===== config.mk =====
export PLATFORM = sky130hd
export DESIGN_NAME = xup_keystream_lfsr_flat
export DESIGN_NICKNAME = d
export VERILOG_FILES = /design/src/rtl/xup_keystream_lfsr_if.sv /design/src/rtl/xup_keystream_lfsr.sv /design/src/flat_wrapper.sv
export SDC_FILE = /design/constraint.sdc
export NUM_CORES = 1
export LEC_CHECK = 0
export CAP_MARGIN = 20
export CORE_MARGIN = 3
export CORE_UTILIZATION = 30
export DETAILED_ROUTE_END_ITERATION = 8
export GPL_TIMING_DRIVEN = 1
export PLACE_DENSITY_LB_ADDON = 0.2
export RECOVER_POWER = 50
export SYNTH_ARGS = -nofsm -noshare
export SYNTH_HDL_FRONTEND = slang
export SYNTH_SLANG_ARGS = --single-unit

===== constraint.sdc =====
create_clock -name clk -period 1.1 [get_ports clk]
set_input_delay 0.22 -clock clk [delete_from_list [all_inputs] [get_ports clk]]
set_output_delay 0.22 -clock clk [all_outputs]
set_load 0.01 [all_outputs]

===== src/rtl/xup_keystream_lfsr_if.sv =====
// Keystream handshake bundle: control inputs (advance enable, seed load,
// consumer ready) and the keystream word with its valid flag.
// The optional word counter exists only when XUP_KEYSTREAM_WORDCNT_EN is defined.
interface xup_keystream_lfsr_if #(
    parameter int SIZE   = 4,
    parameter int LFSR_W = 16
);
    logic              en;
    logic              load;
    logic [LFSR_W-1:0] seed;
    logic              out_ready;
    logic              out_valid;
    logic [SIZE-1:0]   key;
`ifdef XUP_KEYSTREAM_WORDCNT_EN
    logic [15:0]       word_count;
`endif

    // Consumer / controller side
    modport master (
        output en, load, seed, out_ready,
        input  out_valid, key
`ifdef XUP_KEYSTREAM_WORDCNT_EN
        , input word_count
`endif
    );

    // Keystream generator side
    modport slave (
        input  en, load, seed, out_ready,
        output out_valid, key
`ifdef XUP_KEYSTREAM_WORDCNT_EN
        , output word_count
`endif
    );
endinterface


===== src/rtl/xup_keystream_lfsr.sv =====
// Fibonacci-LFSR keystream generator feeding the b operand of the XOR vector
// stage. One LFSR bit per enabled clock is packed MSB-first into a SIZE-bit
// word; the finished word is held on a valid/ready handshake until consumed.
// Optional feature macro: XUP_KEYSTREAM_WORDCNT_EN (adds a 16-bit count of
// consumed words, cleared by reset and by load).
module xup_keystream_lfsr #(
    parameter int                SIZE       = 4,
    parameter int                LFSR_W     = 16,
    parameter logic [LFSR_W-1:0] TAPS       = 16'hB400,
    parameter logic [LFSR_W-1:0] RESET_SEED = 16'hACE1
) (
    input logic                  clk,
    input logic                  reset_n,
    xup_keystream_lfsr_if.slave  ks
);

    localparam int CNT_W = $clog2(SIZE + 1);

    typedef enum logic [0:0] {
        FILL = 1'b0,
        HOLD = 1'b1
    } state_t;

    state_t            state_q;
    logic [LFSR_W-1:0] lfsr_q;
    logic [SIZE-1:0]   key_q;
    logic [CNT_W-1:0]  cnt_q;
    logic              valid_q;

    logic              out_bit;
    logic              fb;
    logic [LFSR_W:0]   lfsr_ext;
    logic [SIZE:0]     key_ext;
    logic [LFSR_W-1:0] lfsr_d;
    logic [SIZE-1:0]   key_d;
    logic [LFSR_W-1:0] seed_d;
    logic              last_bit;
    logic              handshake;

    // Next shift values; widened concatenation keeps SIZE=1 legal
    always_comb begin
        out_bit  = lfsr_q[LFSR_W-1];
        fb       = ^(lfsr_q & TAPS);
        lfsr_ext = {lfsr_q, fb};
        lfsr_d   = lfsr_ext[LFSR_W-1:0];
        key_ext  = {key_q, out_bit};
        key_d    = key_ext[SIZE-1:0];
        // An all-zero seed would lock the LFSR, so it is replaced by 1
        seed_d   = (ks.seed == '0) ? LFSR_W'(1) : ks.seed;
        last_bit = (cnt_q == CNT_W'(SIZE - 1));
        handshake = valid_q & ks.out_ready;
    end

    // Fill/hold controller; load overrides everything, including a handshake
    always_ff @(posedge clk or negedge reset_n) begin
        if (!reset_n) begin
            state_q <= FILL;
            lfsr_q  <= RESET_SEED;
            key_q   <= '0;
            cnt_q   <= '0;
            valid_q <= 1'b0;
        end else if (ks.load) begin
            state_q <= FILL;
            lfsr_q  <= seed_d;
            key_q   <= '0;
            cnt_q   <= '0;
            valid_q <= 1'b0;
        end else begin
            case (state_q)
                FILL: begin
                    if (ks.en) begin
                        lfsr_q <= lfsr_d;
                        key_q  <= key_d;
                        if (last_bit) begin
                            cnt_q   <= '0;
                            valid_q <= 1'b1;
                            state_q <= HOLD;
                        end else begin
                            cnt_q <= cnt_q + CNT_W'(1);
                        end
                    end
                end
                HOLD: begin
                    // LFSR and key frozen; en has no effect here
                    if (handshake) begin
                        valid_q <= 1'b0;
                        state_q <= FILL;
                    end
                end
                default: begin
                    state_q <= FILL;
                    valid_q <= 1'b0;
                    cnt_q   <= '0;
                end
            endcase
        end
    end

    assign ks.out_valid = valid_q;
    assign ks.key       = key_q;

`ifdef XUP_KEYSTREAM_WORDCNT_EN
    logic [15:0] wcnt_q;

    // Consumed-word counter; load wins over a same-cycle handshake
    always_ff @(posedge clk or negedge reset_n) begin
        if (!reset_n) begin
            wcnt_q <= '0;
        end else if (ks.load) begin
            wcnt_q <= '0;
        end else if (handshake) begin
            wcnt_q <= wcnt_q + 16'd1;
        end
    end

    assign ks.word_count = wcnt_q;
`endif

endmodule


===== src/flat_wrapper.sv =====
// flat-port wrapper written by rule: the top's interface ports become plain ports
module xup_keystream_lfsr_flat 
#(
    parameter int                SIZE       = 4,
    parameter int                LFSR_W     = 16,
    parameter logic [LFSR_W-1:0] TAPS       = 16'hB400,
    parameter logic [LFSR_W-1:0] RESET_SEED = 16'hACE1
)
  (clk, reset_n, ks_en, ks_load, ks_seed, ks_out_ready, ks_out_valid, ks_key);
  xup_keystream_lfsr_if #(.SIZE(SIZE), .LFSR_W(LFSR_W)) ks_i ();
  input logic clk;
  input logic reset_n;
  input wire logic [$bits(ks_i.en)-1:0] ks_en;
  input wire logic [$bits(ks_i.load)-1:0] ks_load;
  input wire logic [$bits(ks_i.seed)-1:0] ks_seed;
  input wire logic [$bits(ks_i.out_ready)-1:0] ks_out_ready;
  output wire logic [$bits(ks_i.out_valid)-1:0] ks_out_valid;
  output wire logic [$bits(ks_i.key)-1:0] ks_key;
  assign ks_i.en = ks_en;
  assign ks_i.load = ks_load;
  assign ks_i.seed = ks_seed;
  assign ks_i.out_ready = ks_out_ready;
  assign ks_out_valid = ks_i.out_valid;
  assign ks_key = ks_i.key;
  xup_keystream_lfsr #(.SIZE(SIZE), .LFSR_W(LFSR_W), .TAPS(TAPS), .RESET_SEED(RESET_SEED)) u_core (.clk(clk), .reset_n(reset_n), .ks(ks_i));
endmodule

==> impl_results.md <==
* Largest net degree at the start of global routing at 26
* GRT overflow at 0
* DR vias at 974
* Placement Setup Slack at -0.409 ns
* Filler Cells Inserted at 354
* Setup violators final at 17
* Fin. Hold Viols at 0
* Min Tclk post-route at 1.16 ns
* Layout Nets at 185
* CTS H-tree depth at 1
* Syn_area_per_cell at 10.2 um2
* Final core utilization at 0.455
* Port bufs at 25
* Worst min path class: input pin to async pin
* Die Y at about 70 um
* Leading cell types in the layout, fill and taps excluded: 21 x nand2_1, 18 x clkdlybuf4s50_1, 18 x buf_4
* Initial Util at 0.321
* Placeable Area at 3770 um2
* DRT Wirelength at 2620 um
* CTS tree: yes
* Post-detail-place hpwl at 1930 um
* Num CTS Buffers at 3
* Peak supply drop at 0.403 mV
* Synth area leaders: dfrtp_1 35%, dfstp_2 17%, mux2i_1 12%
* FP Rows at 22
* I/O pin cnt at 26
* DR WL/cell at 12.5 um
* Final RePlAce weighted congestion at 0.738
* RSZ-0062 raised after global routing: yes
* Final worst-path cycle share at 1.05
* Clk Latency, worst-skew pair at 0.26 ns
* Fraction of layout cells with a size suffix above 1 at 0.321
* First-pass GRT wire length at 4550 um
* Setup crit start kind: flip-flop
* Sink Count at 25
* Leak Pwr at 0.773 nW
* Worst Path Arrival at around 1.3 ns
* CTS Hold Buffers Added at 0
* Initial DRC count at 28
* Gr usage total at 0.114
* Synthesized cell area at 1210 um2
* Initial antenna violation count at 0
* Area leader, netlist: dfrtp_1
* Clk slew on worst S/H paths at about 0.08 ns
* Mapped Nets at approximately 140
* Power Dens Cells at 1170 nW/um2
* Status: complete, but fails checks
* Slew headroom at 0.587
* Cell variety after synth at 27
* CP max FO at 18
* Max-slew violations at 0
* YS warnings at 0
* Number of global-route vias before repair at 1015
* Seq cells post-synth at 25
* Max Cap Viol at 0
* Chip width at 69.5 um
* WS Path Type: flip-flop to flip-flop
* Final WS setup at -0.0568 ns
* Worst Skew at approximately 0.0023 ns
* Fmax at 0.864 GHz
* Via density at 4.64
* Final ANT Viol Nets at 0
* Synth Instances at 119
* Antenna diodes at 0
* CTS Buffer Depth at 2
* Failing checks: setup timing
* DRC viols at 0
* Seq/Total Area, Yosys at 0.525
* Commonest non-fill, non-tap cell in the layout: nand2_1
* Synth top area share at 0.351
* Area of the die at 4840 um2
* Drt first pass iters at 3
* Layout area overhead at 41.7%
* WP data required at 1.25 ns
* CP Capture Type: flip-flop
* Worst slew pin tran at 0.620 ns
* Root Driver: clkbuf_8
==> final cells by class <==
class                           count  area, um2  area share
Clock buffer                        4       45.0      0.0262
Inverter                            2       7.51     0.00437
Multi-Input combinational cell     85        573       0.334
Sequential cell                    25        636       0.370
Tap cell                           48       60.1      0.0350
Timing Repair Buffer               46        395       0.230
==> through the flow <==
stage / hold slack, ns / TNS, ns / power (mW) / instances / cell area [um2]
3_3_place_gp: 0.518 / -7.53 / 1.48 / 204 / 1650
3_5_place_dp: 0.531 / -8.01 / 1.49 / 204 / 1650
6_report: 0.491 / -0.398 / 2.01 / 210 / 1720
5_1_grt: 0.519 / -1.83 / 2.13 / 210 / 1720
2_1_floorplan: -0.0756 / 0 / 1.28 / 119 / 1220
4_1_cts: 0.297 / -0.570 / 2.04 / 209 / 1700
==> repair_timing <==
action	in CTS	in global routing
setup endpoints to repair	30	26
pin swaps	5	3
buffers inserted	1	1
resized for setup	25	9
==> flip-flops by register name, indices dropped and copies added, names as in the netlist <==
register / cells
u_core.cnt_q: 3
u_core.state_q: 1
u_core.lfsr_q: 16
u_core.ks.key: 4
u_core.ks.out_valid: 1
==> routing by layer <==
layer	GRT usage	wire (um)	vias up
li1	-	-	496
met1	0.159	1250	456
met2	0.179	1250	20
met3	0.0232	103	2
met4	0.0325	9	0
met5	0	0	-
==> kinds of logic (layout without fill, tap and decap cells) <==
logic type      count (synthesis)  in the layout  synth area share
fa+ha+maj                       1              1            0.0103
flops                          25             25             0.525
buf+inv                         9             52            0.0506
simple gates                   38             38             0.143
xor+xnor                        3              3            0.0217
mux                            15             15             0.124
compound gates                 28             28             0.126
==> cells in the mapped netlist (all sizes together) <==
cell type / n
a21oi: 7
a22oi: 1
a311oi: 1
a41oi: 1
and2: 1
and3: 1
buf: 4
clkbuf: 3
dfrtp: 17
dfstp: 8
ha: 1
inv: 2
mux2i: 15
nand2: 24
nand2b: 1
nor2: 4
nor2b: 2
nor3: 2
nor4: 3
o21ai: 16
o22ai: 2
xnor2: 2
xor2: 1
==> final timing paths <==
path | start | to | slack (ns) | cells after the start
hold / removal | reset_n | u_core.ks.out_valid$_DFFE_PN0P_ | 0.49 | 2
setup reg to reg | u_core.state_q$_DFF_PN0_ | u_core.lfsr_q[9]$_DFFE_PN0P_ | -0.06 | 4
min in group clk | ks_seed[13] | u_core.lfsr_q[13]$_DFFE_PN1P_ | 0.51 | 3
hold reg to reg | u_core.lfsr_q[3]$_DFFE_PN0P_ | u_core.lfsr_q[3]$_DFFE_PN0P_ | 0.56 | 2
max in group asynchronous | reset_n | u_core.cnt_q[2]$_DFFE_PN0P_ | 0.20 | 2
setup / recovery | u_core.state_q$_DFF_PN0_ | u_core.lfsr_q[9]$_DFFE_PN0P_ | -0.06 | 4
==> power breakdown <==
| part | switching, mW | internal, mW |
|---|---|---|
| sequential | 0.0465 | 1.02 |
| clock | 0.276 | 0.258 |
| combinational | 0.185 | 0.222 |
| total | 0.507 | 1.50 |
==> worst max-delay path, cell delays in order, from the launching register on <==
cell and delay [ns]:
dfrtp_1 0.43, nor2b_4 0.15, buf_12 0.18, mux2i_1 0.21
o21ai_1 0.08
Power figures use the tool's default switching activity.
==> patch 1: new RTL, same flow settings <==
`LFSR_W` is set to 16 in 3 places; all go to 32.
--- a/src/rtl/xup_keystream_lfsr_if.sv
+++ b/src/rtl/xup_keystream_lfsr_if.sv
@@ -3,7 +3,7 @@
 // The optional word counter exists only when XUP_KEYSTREAM_WORDCNT_EN is defined.
 interface xup_keystream_lfsr_if #(
     parameter int SIZE   = 4,
-    parameter int LFSR_W = 16
+    parameter int LFSR_W = 32
 );
     logic              en;
     logic              load;
--- a/src/rtl/xup_keystream_lfsr.sv
+++ b/src/rtl/xup_keystream_lfsr.sv
@@ -5,7 +5,7 @@
 // consumed words, cleared by reset and by load).
 module xup_keystream_lfsr #(
     parameter int                SIZE       = 4,
-    parameter int                LFSR_W     = 16,
+    parameter int                LFSR_W     = 32,
     parameter logic [LFSR_W-1:0] TAPS       = 16'hB400,
     parameter logic [LFSR_W-1:0] RESET_SEED = 16'hACE1
 ) (
--- a/src/flat_wrapper.sv
+++ b/src/flat_wrapper.sv
@@ -2,7 +2,7 @@
 module xup_keystream_lfsr_flat 
 #(
     parameter int                SIZE       = 4,
-    parameter int                LFSR_W     = 16,
+    parameter int                LFSR_W     = 32,
     parameter logic [LFSR_W-1:0] TAPS       = 16'hB400,
     parameter logic [LFSR_W-1:0] RESET_SEED = 16'hACE1
 )
Ports: changed (resized ks_seed); port bits go from 26 to 42. The function was not compared with the original's and may differ.
==> patch 1 against the original RTL <==
- power grew 87%
- critical path depth grew 1
- critical endpoint is now u_core.lfsr_q[16]
- worst setup slack lost 0.095 ns
- area after synthesis grew 66%
- global-route usage grew 0.88 points
- routed wire length grew 73%
- cell area grew 78%
- clock power grew 130%
- the flow still finishes with violations (setup timing)
- sequential cell count grew 16
==> patch 1: results (changes against the original RTL) <==
Run status
  – Status: finished, violations left
  – Failing checks: setup timing

Global route
  – GRT Overall Usage: 0.123 (+0.00883)
  – First-pass GRT wire length: 7520 µm (+65%)
  – Largest net degree at the start of global routing: 42 (+62%)

Worst setup path
  – RR Endpoint: u_core.lfsr_q[16]
  – Crit-path max FO: 8 (-10)
  – Reg2Reg Depth: 5 (+1)

STA
  – Worst-margin pin slew: 0.569 ns (-0.0508 ns)
  – Worst Skew: 0.00854 ns (+0.00620 ns)
  – Setup tns final: -3.72 ns (-3.32 ns)
  – PnR worst setup slack: -0.152 ns (-0.0950 ns)
  – Final setup fails: 38 (+21)

Synth
  – Sequential-to-total area share from yosys stat: 0.514 (-0.0105)
  – Top post-synthesis cells by count: nand2_1 (40), dfrtp_1 (33), mux2i_1 (31), o21ai_1 (26)
  – Dominant cells by area after synthesis: dfrtp_1 (41%), mux2i_1 (15%), dfstp_2 (10%), nand2_1 (7.5%), o21ai_1 (6.5%)
  – Post-synth cell types: 24 (-11%)
  – Syn Inst Count: 195 (+64%)
  – Syn nets: 233 (+65%)
  – Synth Flop Type: dfrtp_1

Detailed routing
  – Met2 WL: 2220 µm (+78%)
  – First-pass DRT Iterations: 4 (+1)
  – DRT met1 WL: 2090 µm (+67%)
  – Drt via density: 4.67 (+0.72%)
  – Detailed Route Iter0 Violations: 67 (+140%)
  – WL met3: 173 µm (+68%)
  – Routed length per instance: 12.7 µm (+2.0%)

Finish
  – Non-filler instance count after layout: 356 (+70%)
  – ClkCell Share: 0.0381 (+0.0119)
  – Fraction of area in multi-input gates: 0.320 (-0.0143)
  – Total Nets Final: 316 (+71%)
  – Seq area share: 0.340 (-0.0306)
  – #MultiIn Comb: 140 (+65%)
  – Non-clock buffer count: 89 (+93%)
  – Layout cells sized above 1: 0.326 (+0.00518)
  – Layout clock buffer count: 7 (+3)
  – Fillers: 620 (+75%)
  – Layout Utilization: 0.475 (+0.0198)

CTS
  – Clock buffer count from CTS: 5 (+2)
  – Clk_lat worst skew: 0.29 ns (+0.03 ns)
  – H-tree Lvls: 2 (+1)

Placed design
  – Placed instance count: 339 (+66%)
  – GPL Wtd Cong: 0.729 (-1.2%)
  – Worst slack at placement: -0.534 ns (-0.125 ns)
  – Port bufs: 41 (+64%)

Floorplanning
  – Total die area: 7730 µm² (+60%)

Power
  – Max rail drop VDD: 545 µV (+35%)
  – Leakage: 1.40 nW (+81%)

Min path
  – Hold Crit Class: primary input to flip-flop
-- patch 1: routing by layer --
metal | vias up | global-route usage
li1 | 849 | -
met1 | 784 | 0.162
met2 | 24 | 0.199
met3 | 6 | 0.0320
met4 | 0 | 0.0377
met5 | - | 0
-- patch 1: power by group through the flow --
stage               logic [W]  registers [W]  clock network [W]
global route         0.000843        0.00177            0.00135
floorplan            0.000353        0.00176                  0
finish               0.000758        0.00175            0.00125
global placement     0.000696        0.00177                  0
detailed placement   0.000703        0.00177                  0
CTS                  0.000720        0.00175            0.00128
-- patch 1: worst max-delay path by stage --
stage	end	slack, ns	from
global placement	u_core.lfsr_q[0]	-0.53	ks_seed[25]
global route	u_core.lfsr_q[17]	-0.20	u_core.state_q
finish	u_core.lfsr_q[16]	-0.15	u_core.state_q
floorplan	u_core.lfsr_q[17]	-0.08	u_core.state_q
detailed placement	u_core.lfsr_q[0]	-0.53	ks_seed[25]
CTS	u_core.lfsr_q[16]	-0.11	u_core.state_q
-- patch 1: repair_timing --
| item | CTS | global route |
|---|---|---|
| setup endpoints to repair | 41 | 41 |
| hold buffers | 1 | 0 |
| gates cloned | 0 | 2 |
| endpoints found under the hold margin | 33 | 0 |
| pin swaps | 14 | 10 |
| setup buffers | 5 | 1 |
| resized for setup | 53 | 12 |
-- patch 1: logic make-up (layout without fill, tap and decap cells) --
family / count (synthesis) / after routing / share of synthesized area
simple gates: 60 / 60 / 0.136
compound gates: 45 / 45 / 0.117
flops: 41 / 41 / 0.514
mux: 31 / 31 / 0.154
buf+inv: 14 / 98 / 0.0596
xor+xnor: 3 / 3 / 0.0130
fa+ha+maj: 1 / 1 / 0.00621
==> patch 2: new RTL, same settings <==
Made on the original files. `TAPS` is set to 16'hB400 in 2 places; all go to 16'h8000.
--- a/src/rtl/xup_keystream_lfsr.sv
+++ b/src/rtl/xup_keystream_lfsr.sv
@@ -6,7 +6,7 @@
 module xup_keystream_lfsr #(
     parameter int                SIZE       = 4,
     parameter int                LFSR_W     = 16,
-    parameter logic [LFSR_W-1:0] TAPS       = 16'hB400,
+    parameter logic [LFSR_W-1:0] TAPS       = 16'h8000,
     parameter logic [LFSR_W-1:0] RESET_SEED = 16'hACE1
 ) (
     input logic                  clk,
--- a/src/flat_wrapper.sv
+++ b/src/flat_wrapper.sv
@@ -3,7 +3,7 @@
 #(
     parameter int                SIZE       = 4,
     parameter int                LFSR_W     = 16,
-    parameter logic [LFSR_W-1:0] TAPS       = 16'hB400,
+    parameter logic [LFSR_W-1:0] TAPS       = 16'h8000,
     parameter logic [LFSR_W-1:0] RESET_SEED = 16'hACE1
 )
   (clk, reset_n, ks_en, ks_load, ks_seed, ks_out_ready, ks_out_valid, ks_key);
Formal check against the unedited RTL: same outputs for any inputs over 10 cycles, from zero or initial values and one cycle with reset_n low; that may be too few to reach the edited logic, so the function may still have changed.
==> patch 2 against the original RTL <==
- the run still ends with setup timing left
- critical path depth stayed put
- worst setup slack got worse by 0.082 ns
- sequential share of layout area decreased by 1.7 points
- power increased by 1.5%
- area after synthesis is 2.2% lower
- sequential cell count is the same
- routed wire length grew 2.5%
- cell area up 4.7%
- utilization grew 2.5 points
- worst hold slack worse by 0.18 ns
- combinational power shrank 3%
- non-clock buffer count is 7 higher
- critical path type unchanged
- critical endpoint is now u_core.cnt_q[0]
- largest cell class unchanged
==> patch 2: results (changes against the original RTL) <==
Run status
  – Status: finished, violations left
  – Failing checks: setup timing

Global route
  – First-pass GRT wire length: 4680 µm (+2.9%)
  – GR met1 Demand/Resource: 0.176 (+0.0174)
  – Met3 usage: 0.0243 (+0.00112)

STA
  – PnR worst setup slack: -0.139 ns (-0.0823 ns)
  – Worst Skew: 0.00527 ns (+0.00293 ns)
  – Worst-margin pin slew: 0.641 ns (+0.0206 ns)
  – Final setup fails: 20 (+3)

Power
  – Leakage: 0.804 nW (+4.0%)
  – Max rail drop VDD: 494 µV (+23%)
  – P_sw: 0.000540 W (+6.4%)
  – Comb. pwr: 0.000393 W (-3%)

Worst setup path
  – RR Endpoint: u_core.cnt_q[0]
  – Crit-path max FO: 3 (-15)
  – Reg2reg start: u_core.cnt_q[0]

Detailed routing
  – DRT met1 WL: 1260 µm (+0.56%)
  – First-pass DRT Iterations: 2 (-1)
  – Detailed Route Iter0 Violations: 18 (-36%)
  – Met2 WL: 1230 µm (-1.3%)

Synth
  – Syn nets: 137 (-2.8%)
  – Syn avg cell area: 10.3 µm² (+1.2%)
  – Post-synth cell types: 23 (-15%)
  – Top post-synthesis cells by count: nand2_1 (25), dfrtp_1 (17), mux2i_1 (15), o21ai_0 (15)
  – Sequential-to-total area share from yosys stat: 0.536 (+0.0116)

Finish
  – Total Nets Final: 188 (+1.6%)
  – Layout cells sized above 1: 0.370 (+0.0487)
  – Non-filler instance count after layout: 213 (+1.4%)

Min path
  – Hold Crit Class: primary input to flip-flop

Placed design
  – Dpl hpwl: 1910 µm (-1.0%)
## patch 2: cell count changes in the layout (fill, tap and decap cells not counted), sizes merged, moves of 2 or more
cell / delta
a21oi: +2
o22ai: -2
xnor2: -2
nand2b: +2
dlygate4sd2: +2
nor3: -2
clkdlybuf4s50: -2
buf: +6
nor2: -3
## patch 2: kinds of logic (layout without fill, tap and decap cells)
| group | after synthesis | in the layout | share of synthesized area |
|---|---|---|---|
| AO/OA/AOI/OAI | 27 | 27 | 0.126 |
| adder cells (fa/ha/maj) | 1 | 1 | 0.0106 |
| buffers and inverters | 8 | 58 | 0.0443 |
| flip-flops | 25 | 25 | 0.536 |
| multiplexers | 15 | 15 | 0.127 |
| AND/OR/NAND/NOR | 39 | 39 | 0.156 |
## patch 2: what timing repair did
item,in CTS,in global routing
hold endpoints to repair,0,0
gates resized for setup,38,12
pin swaps,4,4
setup endpoints to repair,24,24
setup buffers,3,1
hold buffers,0,0
gates cloned,0,1
## patch 2: stage by stage
stage	util	area (µm²)	TNS (ns)	power, W	setup WS (ns)
global route	0.480	1800	-3.33	0.00214	-0.199
finish	0.480	1800	-1.54	0.00204	-0.139
CTS	0.462	1730	-1.33	0.00202	-0.144
detailed placement	0.442	1650	-7.46	0.00143	-0.399
floorplan	-	1190	-0.371	0.00123	-0.0764
global placement	0.442	1650	-6.96	0.00142	-0.402
## patch 2: final cells by class
class	count	area, µm²
fill	363	1950
sequential	25	636
multi-input combinational	82	579
timing repair buffer	53	470
tap	48	60.1
clock buffer	3	41.3
clock inverter	1	7.51
inverter	1	3.75
## patch 2: worst max-delay path: cells and delay by family (launching register included)
kind,cells,cell delay [ns]
AND/OR/NAND/NOR,2,0.45
AO/OA/AOI/OAI,1,0.13
flip-flops,1,0.42
adder cells (fa/ha/maj),1,0.18
